--- config.mk ---
export PLATFORM = sky130hd
export DESIGN_NAME = rll_key_loader
export DESIGN_NICKNAME = d
export VERILOG_FILES = /design/src/rtl/rll_key_loader.sv
export SDC_FILE = /design/constraint.sdc
export NUM_CORES = 1
export LEC_CHECK = 0
export CELL_PAD_IN_SITES_DETAIL_PLACEMENT = 1
export CELL_PAD_IN_SITES_GLOBAL_PLACEMENT = 2
export CORE_MARGIN = 1
export CORE_UTILIZATION = 34
export DETAILED_ROUTE_END_ITERATION = 7
export PLACE_DENSITY_LB_ADDON = 0.1
export SYNTH_ARGS = -nofsm -noshare
export SYNTH_HDL_FRONTEND = slang
export SYNTH_SLANG_ARGS = --single-unit
export TNS_END_PERCENT = 50
--- constraint.sdc ---
create_clock -name clk -period 2.7 [get_ports clk]
set_clock_uncertainty 0.15 [all_clocks]
set_input_delay 0.54 -clock clk [delete_from_list [all_inputs] [get_ports clk]]
set_output_delay 0.54 -clock clk [all_outputs]
set_load 0.02 [all_outputs]
--- src/rtl/rll_key_loader.sv ---
// Bit-serial unlock-key loader for RLL-locked netlists: shifts in a key plus
// even parity, commits good keys, and locks out after repeated parity failures.
module rll_key_loader #(
   parameter int unsigned KEY_WIDTH = 32,
   parameter int unsigned MAX_TRIES = 4,
   parameter int unsigned LOCK_ONCE = 1
) (
   input  logic                 clk,
   input  logic                 rst,
   input  logic                 key_bit,
   input  logic                 key_valid,
   output logic                 key_ready,
   input  logic                 key_clear,
   output logic [KEY_WIDTH-1:0] key_out,
   output logic                 key_loaded,
   output logic                 key_err,
   output logic                 key_dead
);

   localparam int unsigned CW = (KEY_WIDTH > 1) ? $clog2(KEY_WIDTH) : 1;
   localparam int unsigned FW = $clog2(MAX_TRIES + 1);

   typedef enum logic [1:0] {S_SHIFT, S_PAR, S_LOCKED, S_DEAD} state_t;

   state_t               state, state_nxt;
   logic [CW-1:0]        cnt;
   logic [KEY_WIDTH-1:0] shreg;
   logic [FW-1:0]        fail_cnt, fail_inc;
   logic                 xfer, parity_ok, last_bit, clear_ok;

   assign key_ready = (state == S_SHIFT) || (state == S_PAR);
   assign key_dead  = (state == S_DEAD);

   always_comb begin
      xfer      = key_valid & key_ready;
      parity_ok = ~(^shreg ^ key_bit);
      last_bit  = (cnt == CW'(KEY_WIDTH - 1));
      clear_ok  = key_clear && (state != S_DEAD);
      fail_inc  = (fail_cnt == FW'(MAX_TRIES)) ? fail_cnt : fail_cnt + FW'(1);
      state_nxt = state;
      if (clear_ok) begin
         state_nxt = S_SHIFT;
      end else begin
         case (state)
            S_SHIFT: if (xfer && last_bit) state_nxt = S_PAR;
            S_PAR: begin
               if (xfer) begin
                  if (parity_ok)
                     state_nxt = (LOCK_ONCE != 0) ? S_LOCKED : S_SHIFT;
                  else if (fail_inc == FW'(MAX_TRIES))
                     state_nxt = S_DEAD;
                  else
                     state_nxt = S_SHIFT;
               end
            end
            default: state_nxt = state;
         endcase
      end
   end

   always_ff @(posedge clk) begin
      if (rst) state <= S_SHIFT;
      else     state <= state_nxt;
   end

   // key_clear outranks a same-cycle transfer, so the accepted bit is dropped.
   always_ff @(posedge clk) begin
      if (rst) begin
         cnt        <= '0;
         shreg      <= '0;
         fail_cnt   <= '0;
         key_out    <= '0;
         key_loaded <= 1'b0;
         key_err    <= 1'b0;
      end else if (clear_ok) begin
         cnt        <= '0;
         shreg      <= '0;
         key_out    <= '0;
         key_loaded <= 1'b0;
      end else begin
         case (state)
            S_SHIFT: begin
               if (xfer) begin
                  shreg <= {key_bit, shreg[KEY_WIDTH-1:1]};
                  cnt   <= last_bit ? '0 : cnt + CW'(1);
               end
            end
            S_PAR: begin
               if (xfer) begin
                  shreg <= '0;
                  if (parity_ok) begin
                     key_out    <= shreg;
                     key_loaded <= 1'b1;
                     key_err    <= 1'b0;
                     fail_cnt   <= '0;
                  end else begin
                     key_err  <= 1'b1;
                     fail_cnt <= fail_inc;
                     if (fail_inc == FW'(MAX_TRIES)) begin
                        key_out    <= '0;
                        key_loaded <= 1'b0;
                     end
                  end
               end
            end
            default: ;
         endcase
      end
   end

endmodule

# Yosys cells after proc, flatten, opt, wreduce, memory -nomap -nowiden
# Index checks and enable logic that the tools add are counted.
# totals
register_bits	76
latchBits	0
ram_bits	0
mem_bits_ro	0
input_bits	5
output_inout_bits	36
word_cells	50
mem_count	0
# op_classes
n_addsub	2
multipliers	0
div_mod_pow	0
order_cmp	0
eq_ne	10
shifts	0
muxes	16
bitwise_logic	3
reduce_logical	12
# ops
op	n
two-way mux 32 bit	4
one-hot mux 32 bit (2 select lines)	1
parity 32 bit	1
AND reduction 3 bit	4
two-way mux 2 bit	4
== test 3 bit (second input constant)	2
two-way mux 3 bit	2
!= test 2 bit (second input constant)	3
adder 5 x 1 -> 5 bit (second input constant)	1
== test 5 bit (second input constant)	1
two-way mux 5 bit	1
!= test 2 x 1 -> 1 bit (second input constant)	2
one-hot mux 2 bit (2 select lines)	1
adder 3 x 1 -> 3 bit (second input constant)	1
two-way mux 1 bit	3
== test 2 x 1 -> 1 bit (second input constant)	1
== test 2 bit (second input constant)	1
logical AND 1 bit	2
logical NOT 2 bit	1
AND reduction 2 bit	1
nonzero test 2 bit	1
OR reduction 2 bit	1
bitwise AND 1 bit	1
logical OR 1 bit	1
2 further kinds	2

# Depth between registers and ports, before layout
# Gate-level depths: netlist of the first run.
# logic_depth
word_depth	7
mapped_depth	10
mapped_depth_nobuf	9

# Worst setup path after synthesis of the first run
# Ideal clock, no wire load.
# synth_path
kind	register to register
from	register fail_cnt[0]
to	register key_out[15]
setup_ps	115
arrival_time_ps	1957
t_required_ps	2435
slack_ps	478
path_stages_with_launch	11
n_path_buf	1
period_less_slack_ps	2222
path_cell_list	dfxtp_1 > inv_1 > ha_1 > or3b_2 > a21oi_1 > o211ai_1 > nand3_1 > mux2i_2 > buf_2 > nand2_1 > o21ai_2
# synth_via
elab_chain_cells	5
# synth_lines
element	line	text
start, declared	28	logic [FW-1:0] fail_cnt, fail_inc;
start signal, assigned	98	fail_cnt <= fail_inc;
adder 3 x 1 -> 3 bit / == test 3 bit (equally long branches)	39	fail_inc = (fail_cnt == FW'(MAX_TRIES)) ? fail_cnt : fail_cnt + FW'(1);
two-way mux 3 bit (*)	39	
== test 3 bit (*)	99	if (fail_inc == FW'(MAX_TRIES)) begin
!= test 2 x 1 -> 1 bit (no line) (*)	n/a	
AND reduction 3 bit (no line) (*)	n/a	
end signal, assigned	92	key_out <= shreg;
end, declared	14	output logic [KEY_WIDTH-1:0] key_out,
# Mark *: on every way between the ends. The rest lies on a longest branch, timed or not.
# A chain may end at the register's enable or synchronous reset.

# Worst setup path after layout of the first run
# layout_path
from	input port key_bit
to	register fail_cnt[2]
# layout_via
elab_chain_cells	2
# layout_lines
element	line	text
start, declared	10	input logic key_bit,
bitwise XOR 1 bit	36	parity_ok = ~(^shreg ^ key_bit);
two-way mux 3 bit	91	if (parity_ok) begin
# Every way passes these cells.

==> results of run 1 <==
## per-layer routing
metal	part of all wire, %	vias up	global-route usage, %
met3	3.1	8	3.95
met4	0.96	0	6.43
li1	-	1441	-
met2	45	30	27.3
met5	0	-	0
met1	51	1374	22.1
## per-stage QoR
| stage | cells | TNS, ns |
|---|---|---|
| floorplan | 397 | 0 |
| global placement | 559 | -0.475 |
| detailed placement | 559 | -2.88 |
| CTS | 574 | 0 |
| global route | 574 | 0 |
| finish | 574 | 0 |
## sequential cells by signal, indices dropped and copies added, names as in the netlist
signal / flops
key_err: 1
key_loaded: 1
cnt: 5
state: 2
fail_cnt: 3
shreg: 32
key_out: 32
## cell type report
| class | instances | area (um2) | share of cell area [%] |
|---|---|---|---|
| Inverter | 7 | 26.3 | 0.607 |
| Timing Repair Buffer | 52 | 515 | 11.9 |
| Multi-Input combinational cell | 291 | 1880 | 43.3 |
| Clock buffer | 11 | 151 | 3.50 |
| Tap cell | 133 | 166 | 3.84 |
| Clock inverter | 4 | 72.6 | 1.68 |
| Sequential cell | 76 | 1520 | 35.1 |
## worst max-delay path, cell delays in order
cell and delay [ns]:
clkdlybuf4s50_1 0.52, xnor2_1 0.15, xnor2_1 0.15, xnor2_1 0.16, xnor3_2 0.35, xnor2_4 0.18
buf_4 0.16, a2111oi_0 0.37
## kinds of logic (layout without fill, tap and decap cells)
group                    count (synthesis)  in the layout
AND/OR/NAND/NOR                        131            131
buffers and inverters                   30             74
flip-flops                              76             76
XOR/XNOR                                30             30
adder cells (fa/ha/maj)                  4              4
multiplexers                            34             34
AO/OA/AOI/OAI                           92             92
## synth_stat cells (all sizes together)
cell / instances
dfxtp: 76
or3: 1
buf: 6
xnor2: 25
clkbuf: 17
a21o: 2
a2111oi: 1
xnor3: 2
and3: 35
nor2b: 2
nand2b: 3
nor3: 1
inv: 7
mux2: 1
ha: 4
xor2: 3
or3b: 1
nand2: 41
a21oi: 47
nor2: 41
o211ai: 1
nand3: 2
nand3b: 2
nor3b: 2
mux2i: 33
o21ai: 41
## power by group through the flow
stage,Combinational [mW],Clock [mW],Sequential (mW)
after floorplan,0.0606,0,1.15
after global placement,0.0962,0,1.15
after detailed placement,0.0970,0,1.15
after CTS,0.0970,1.04,1.12
after global routing,0.105,1.08,1.12
final,0.0953,0.996,1.12
## path summary, 6_finish.rpt
| path | startpoint | end |
|---|---|---|
| setup / recovery | key_bit | fail_cnt[2] |
| hold / removal | key_loaded | key_loaded |
| setup reg to reg | fail_cnt[0] | key_out[28] |
| hold reg to reg | key_loaded | key_loaded |
==> impl_results.md, run 1 <==
* Routability congestion estimate from global placement at 0.744
* Hold-fix buffers, CTS at 0
* Largest net degree at the start of global routing at 34
* Netlist cell types at 34
* Synth Area in Adders at 1.42%
* # diodes at 0
* Status: finished clean
* Most frequent cells in the layout: 76 x dfxtp_1, 47 x a21oi_1, 40 x nand2_1, 40 x nor2_1, 40 x clkdlybuf4s50_1
* Largest family of logic cells by synthesized area: simple AND/OR/NAND/NOR gates
* Initial DRC count at 79
* DP Worst Slack at -0.144 ns
* Post-Synth XOR/XNOR Area at 8.78%
* Vias per cell at 4.97
* Post-route DRC at 0
* Leading cell type in the layout, fill and taps excluded: dfxtp_1
* Routed Antenna Nets at 0
* First-pass GRT wire length at 14,700 um
* Nets at 446
* Finished layout cell area at 0.00433 mm2
* Startpoint types: input pin
* Hold path depth at 2
* IO Count at 41
* Synth area leaders: dfxtp_1 43%, mux2i_1 9.1%, a21oi_1 6.7%
* CTS tree: yes
* Max Cap Violations at 0
* Maximum buffer depth of the clock tree at 2
* CTS H-tree lvls at 3
* Num CTS Buffers at 9
* Synth Area in Simple Gates at 17.6%
* Top cell type's share of synthesized area at 43.0%
* Clk_lat worst skew at 0.35 ns
* Root Buffer: clkbuf_8
* Setup Buffers After CTS at 0
* DP Area at 0.00411 mm2
* Seq pwr share at 50.7%
* Synth Area in Compound Gates at 15.5%
* Flop2flop setup slack at 0.24 ns
* Final Worst Setup Slack at 0.196 ns
* CP endpoint kind: flip-flop
* RSZ-0062 raised after global routing: no
* Pwr Total at 2.21 mW
* F_max at 399 MHz
* Wire length per cell at 14.8 um
* Synth area leader: dfxtp_1
* Min Hold Slack at 0.307 ns
* CP max FO at 7
* Initial Utilization at 35.7%
* Die W at 104 um
* Syn-to-layout area delta at 22.4%
* Clock power frac at 45.0%
* Synthesized cell area at 0.00354 mm2
* Routed vias at 2,853
* Global route total overflow at 0
* Die height at 104 um
* GRT Total Usage at 17.0%
* Input/output buffers at 40
* HP Class: reg -> reg
* Avg Cell Area, Syn at 8.91 um2
* Tmin final at 2.50 ns
* Req. time, crit path at 2.78 ns
* Post-Syn Nets at 406
* Util after Layout at 43.7%
* Combinational power share at 4.3%
* Hold Vio Cnt, Final at 0
* Drt total wl at 8470 um
* Sw Share at 22.4%
* Sw power at 0.496 mW
* Initial antenna violation count at 0
* Post-Synthesis Cells at 397
* Worst-Margin Slew at 0.366 ns
* Yosys reg bits at 76
* Fin crit share at 92.7%
* Arrival time at the worst endpoint at 2.58 ns
* Worst reg-to-reg path cell count at 10
* Pint at 1.72 mW
* Layout cells sized above 1 at 12.2%
* Proportion of synthesized area in mux cells at 9.77%
* Clock-pin slew on the worst setup and hold paths at 0.08 ns
* Core ar. at 0.00991 mm2
* Syn. warnings at 0
* Post-cts sizing count at 0
* Sink Count at 76
* # rows at 36
* Max Slew Vio Count at 0
* Count of final setup violators at 0
* Sequential element share of the synthesized area at 43.0%
* Fillers at 1,167
* Pre-Repair DR Iteration Count at 4
* Pwr dens at 511 mW/mm2
* Worst vdd ir at 201 uV
* Static Leak at 1.70 nW
* Placed wire-length estimate at 5540 um
* Die Area at 0.0108 mm2
* Worst Path Class, Setup: in -> reg
* Max-slew headroom at 75.0%
* Vias in the first global route at 2,916
Note: power is estimated with default switching activity, not from simulation.
==> inputs of run 2 (changes only) <==
--- a/config.mk
+++ b/config.mk
@@ -7,7 +7,6 @@
 export LEC_CHECK = 0
 export CELL_PAD_IN_SITES_DETAIL_PLACEMENT = 1
 export CELL_PAD_IN_SITES_GLOBAL_PLACEMENT = 2
-export CORE_MARGIN = 1
 export CORE_UTILIZATION = 34
 export DETAILED_ROUTE_END_ITERATION = 7
 export PLACE_DENSITY_LB_ADDON = 0.1
==> results of run 2 <==
Final layout, timing and power as in run 1 (identical DEF).
==> inputs of run 3 (changes only) <==
--- a/config.mk
+++ b/config.mk
@@ -9,7 +9,8 @@
 export CELL_PAD_IN_SITES_GLOBAL_PLACEMENT = 2
 export CORE_UTILIZATION = 34
 export DETAILED_ROUTE_END_ITERATION = 7
-export PLACE_DENSITY_LB_ADDON = 0.1
+export PLACE_DENSITY = 0.82
+export SETUP_SLACK_MARGIN = 0.1
 export SYNTH_ARGS = -nofsm -noshare
 export SYNTH_HDL_FRONTEND = slang
 export SYNTH_SLANG_ARGS = --single-unit
==> run 3 against run 2 <==
Against the previous run: clock power fell by 4.3%; cell area rose by 0.66%; sequential share of layout area fell by 0.20 points; maximum frequency rose by 3.9%; worst hold slack improved by 0.0055 ns; combinational power rose by 3.9%; critical path depth fell by 1; first-iteration DRC count fell by 16%; sequential power barely moved; largest cell class unchanged.
==> impl_results.md, run 3 (synthesized netlist as in run 1, its figures left out) <==
* Status: finished clean
* Routability congestion estimate from global placement at 0.734
* Startpoint types: flip-flop
* HP Class: reg -> reg
* Reg-to-Reg End: fail_cnt[2]
* Hold Vio Cnt, Final at 0
* Core ar. at 0.00991 mm2
* Initial DRC count at 66
* Tmin final at 2.41 ns
* Post-cts sizing count at 0
* Max Slew Vio Count at 0
* # rows at 36
* Worst-Margin Slew at 0.446 ns
* Initial antenna violation count at 0
* Max Cap Violations at 0
* Hold path depth at 2
* Most frequent cells in the layout: 75 x dfxtp_1, 46 x a21oi_1, 40 x nand2_1, 40 x nor2_1, 39 x clkdlybuf4s50_1
* Setup Buffers After CTS at 0
* Post-route DRC at 0
* Wire length per cell at 14.8 um
* Largest net degree at the start of global routing at 34
* Max-slew headroom at 70.3%
* Worst Path Class, Setup: reg -> reg
* Flop2flop setup slack at 0.29 ns
* Req. time, crit path at 2.78 ns
* CTS tree: yes
* Routed Antenna Nets at 0
* CP endpoint kind: flip-flop
* Hold Path Origin: key_loaded
* Worst R2R Start: shreg[19]
* Largest regs: key_out (32), shreg (32), cnt (5)
* Vias per cell at 4.99
* CP max FO at 7
* Routed vias at 2,869
* IO Count at 41
* Die height at 104 um
* Drt total wl at 8540 um
* Die Area at 0.0108 mm2
* Fin crit share at 89.3%
* Global route total overflow at 0
* Min Hold Slack at 0.313 ns
* Num CTS Buffers at 9
* Layout cells sized above 1 at 13.1%
* First-pass GRT wire length at 14,600 um
* Final Non-Filler Cells at 575
* Final Worst Setup Slack at 0.289 ns
* GRT Total Usage at 16.7%
* Clk_lat worst skew at 0.34 ns
* Leading cell type in the layout, fill and taps excluded: dfxtp_1
* Hold endpoint: key_loaded
* # diodes at 0
* Placed insts at 559
* Worst vdd ir at 249 uV
* F_max at 415 MHz
* Syn-to-layout area delta at 23.2%
* Worst reg-to-reg path cell count at 7
* Hold-fix buffers, CTS at 0
* Arrival time at the worst endpoint at 2.49 ns
* Pre-Repair DR Iteration Count at 4
* Die W at 104 um
* Fillers at 1,189
* Nets at 446
* CTS H-tree lvls at 3
* Count of final setup violators at 0
* Placed wire-length estimate at 5680 um
* Pwr dens at 499 mW/mm2
* RSZ-0062 raised after global routing: no
* Vias in the first global route at 2,990
* Root Buffer: clkbuf_8
* Sink Count at 76
* DP Worst Slack at -0.127 ns
* Maximum buffer depth of the clock tree at 2
* Static Leak at 1.71 nW
* Setup TNS Final at 0 ns
* Input/output buffers at 40
* Clock-pin slew on the worst setup and hold paths at 0.09 ns
* Initial Utilization at 35.7%
run 3: stage by stage:
stage | utilization, % | power [mW] | instance area [um2]
2_1_floorplan | - | 1.21 | 3540
6_report | 44.0 | 2.17 | 4360
3_3_place_gp | 41.6 | 1.25 | 4120
4_1_cts | 43.7 | 2.20 | 4330
5_1_grt | 44.0 | 2.26 | 4360
3_5_place_dp | 41.6 | 1.25 | 4120
run 3: area by class of cell:
cell class                 instances  area, um2  area share (%)
clock inverter                     6       88.8            2.04
inverter                           7       26.3           0.603
tap                              133        166            3.82
sequential                        76       1520            34.9
timing repair buffer              52        531            12.2
multi-input combinational        291       1900            43.5
clock buffer                      10        128            2.93
run 3: metal layers:
metal  vias up  GRT usage (%)  routed length [um]
met4         0           7.14                 152
met5         -              0                   0
met3        12           2.44                 229
li1       1436              -                   -
met1      1381           21.7                4140
met2        40           27.5                4020
run 3: worst max-delay path by stage:
stage                start           to  slack, ns
4_1_cts        fail_cnt[0]  key_out[28]       0.16
2_1_floorplan  fail_cnt[0]  key_out[15]       0.48
5_1_grt        fail_cnt[0]  key_out[28]       0.13
3_3_place_gp       key_bit  fail_cnt[2]      -0.06
3_5_place_dp       key_bit  key_out[28]      -0.13
6_report         shreg[19]  fail_cnt[2]       0.29
run 3: power by group:
group          internal (mW)  leakage (nW)  switching [mW]
logic                 0.0355         0.999          0.0635
clock network          0.521         0.102           0.432
registers               1.12         0.613         0.00134
total                   1.68          1.71           0.497
run 3: critical path: stages (launching register included):
cell	delay [ns]
dfxtp_1	0.41
xor2_1	0.20
xnor2_1	0.19
xnor2_1	0.16
xnor3_2	0.51
xnor2_4	0.18
buf_4	0.16
a2111oi_1	0.34
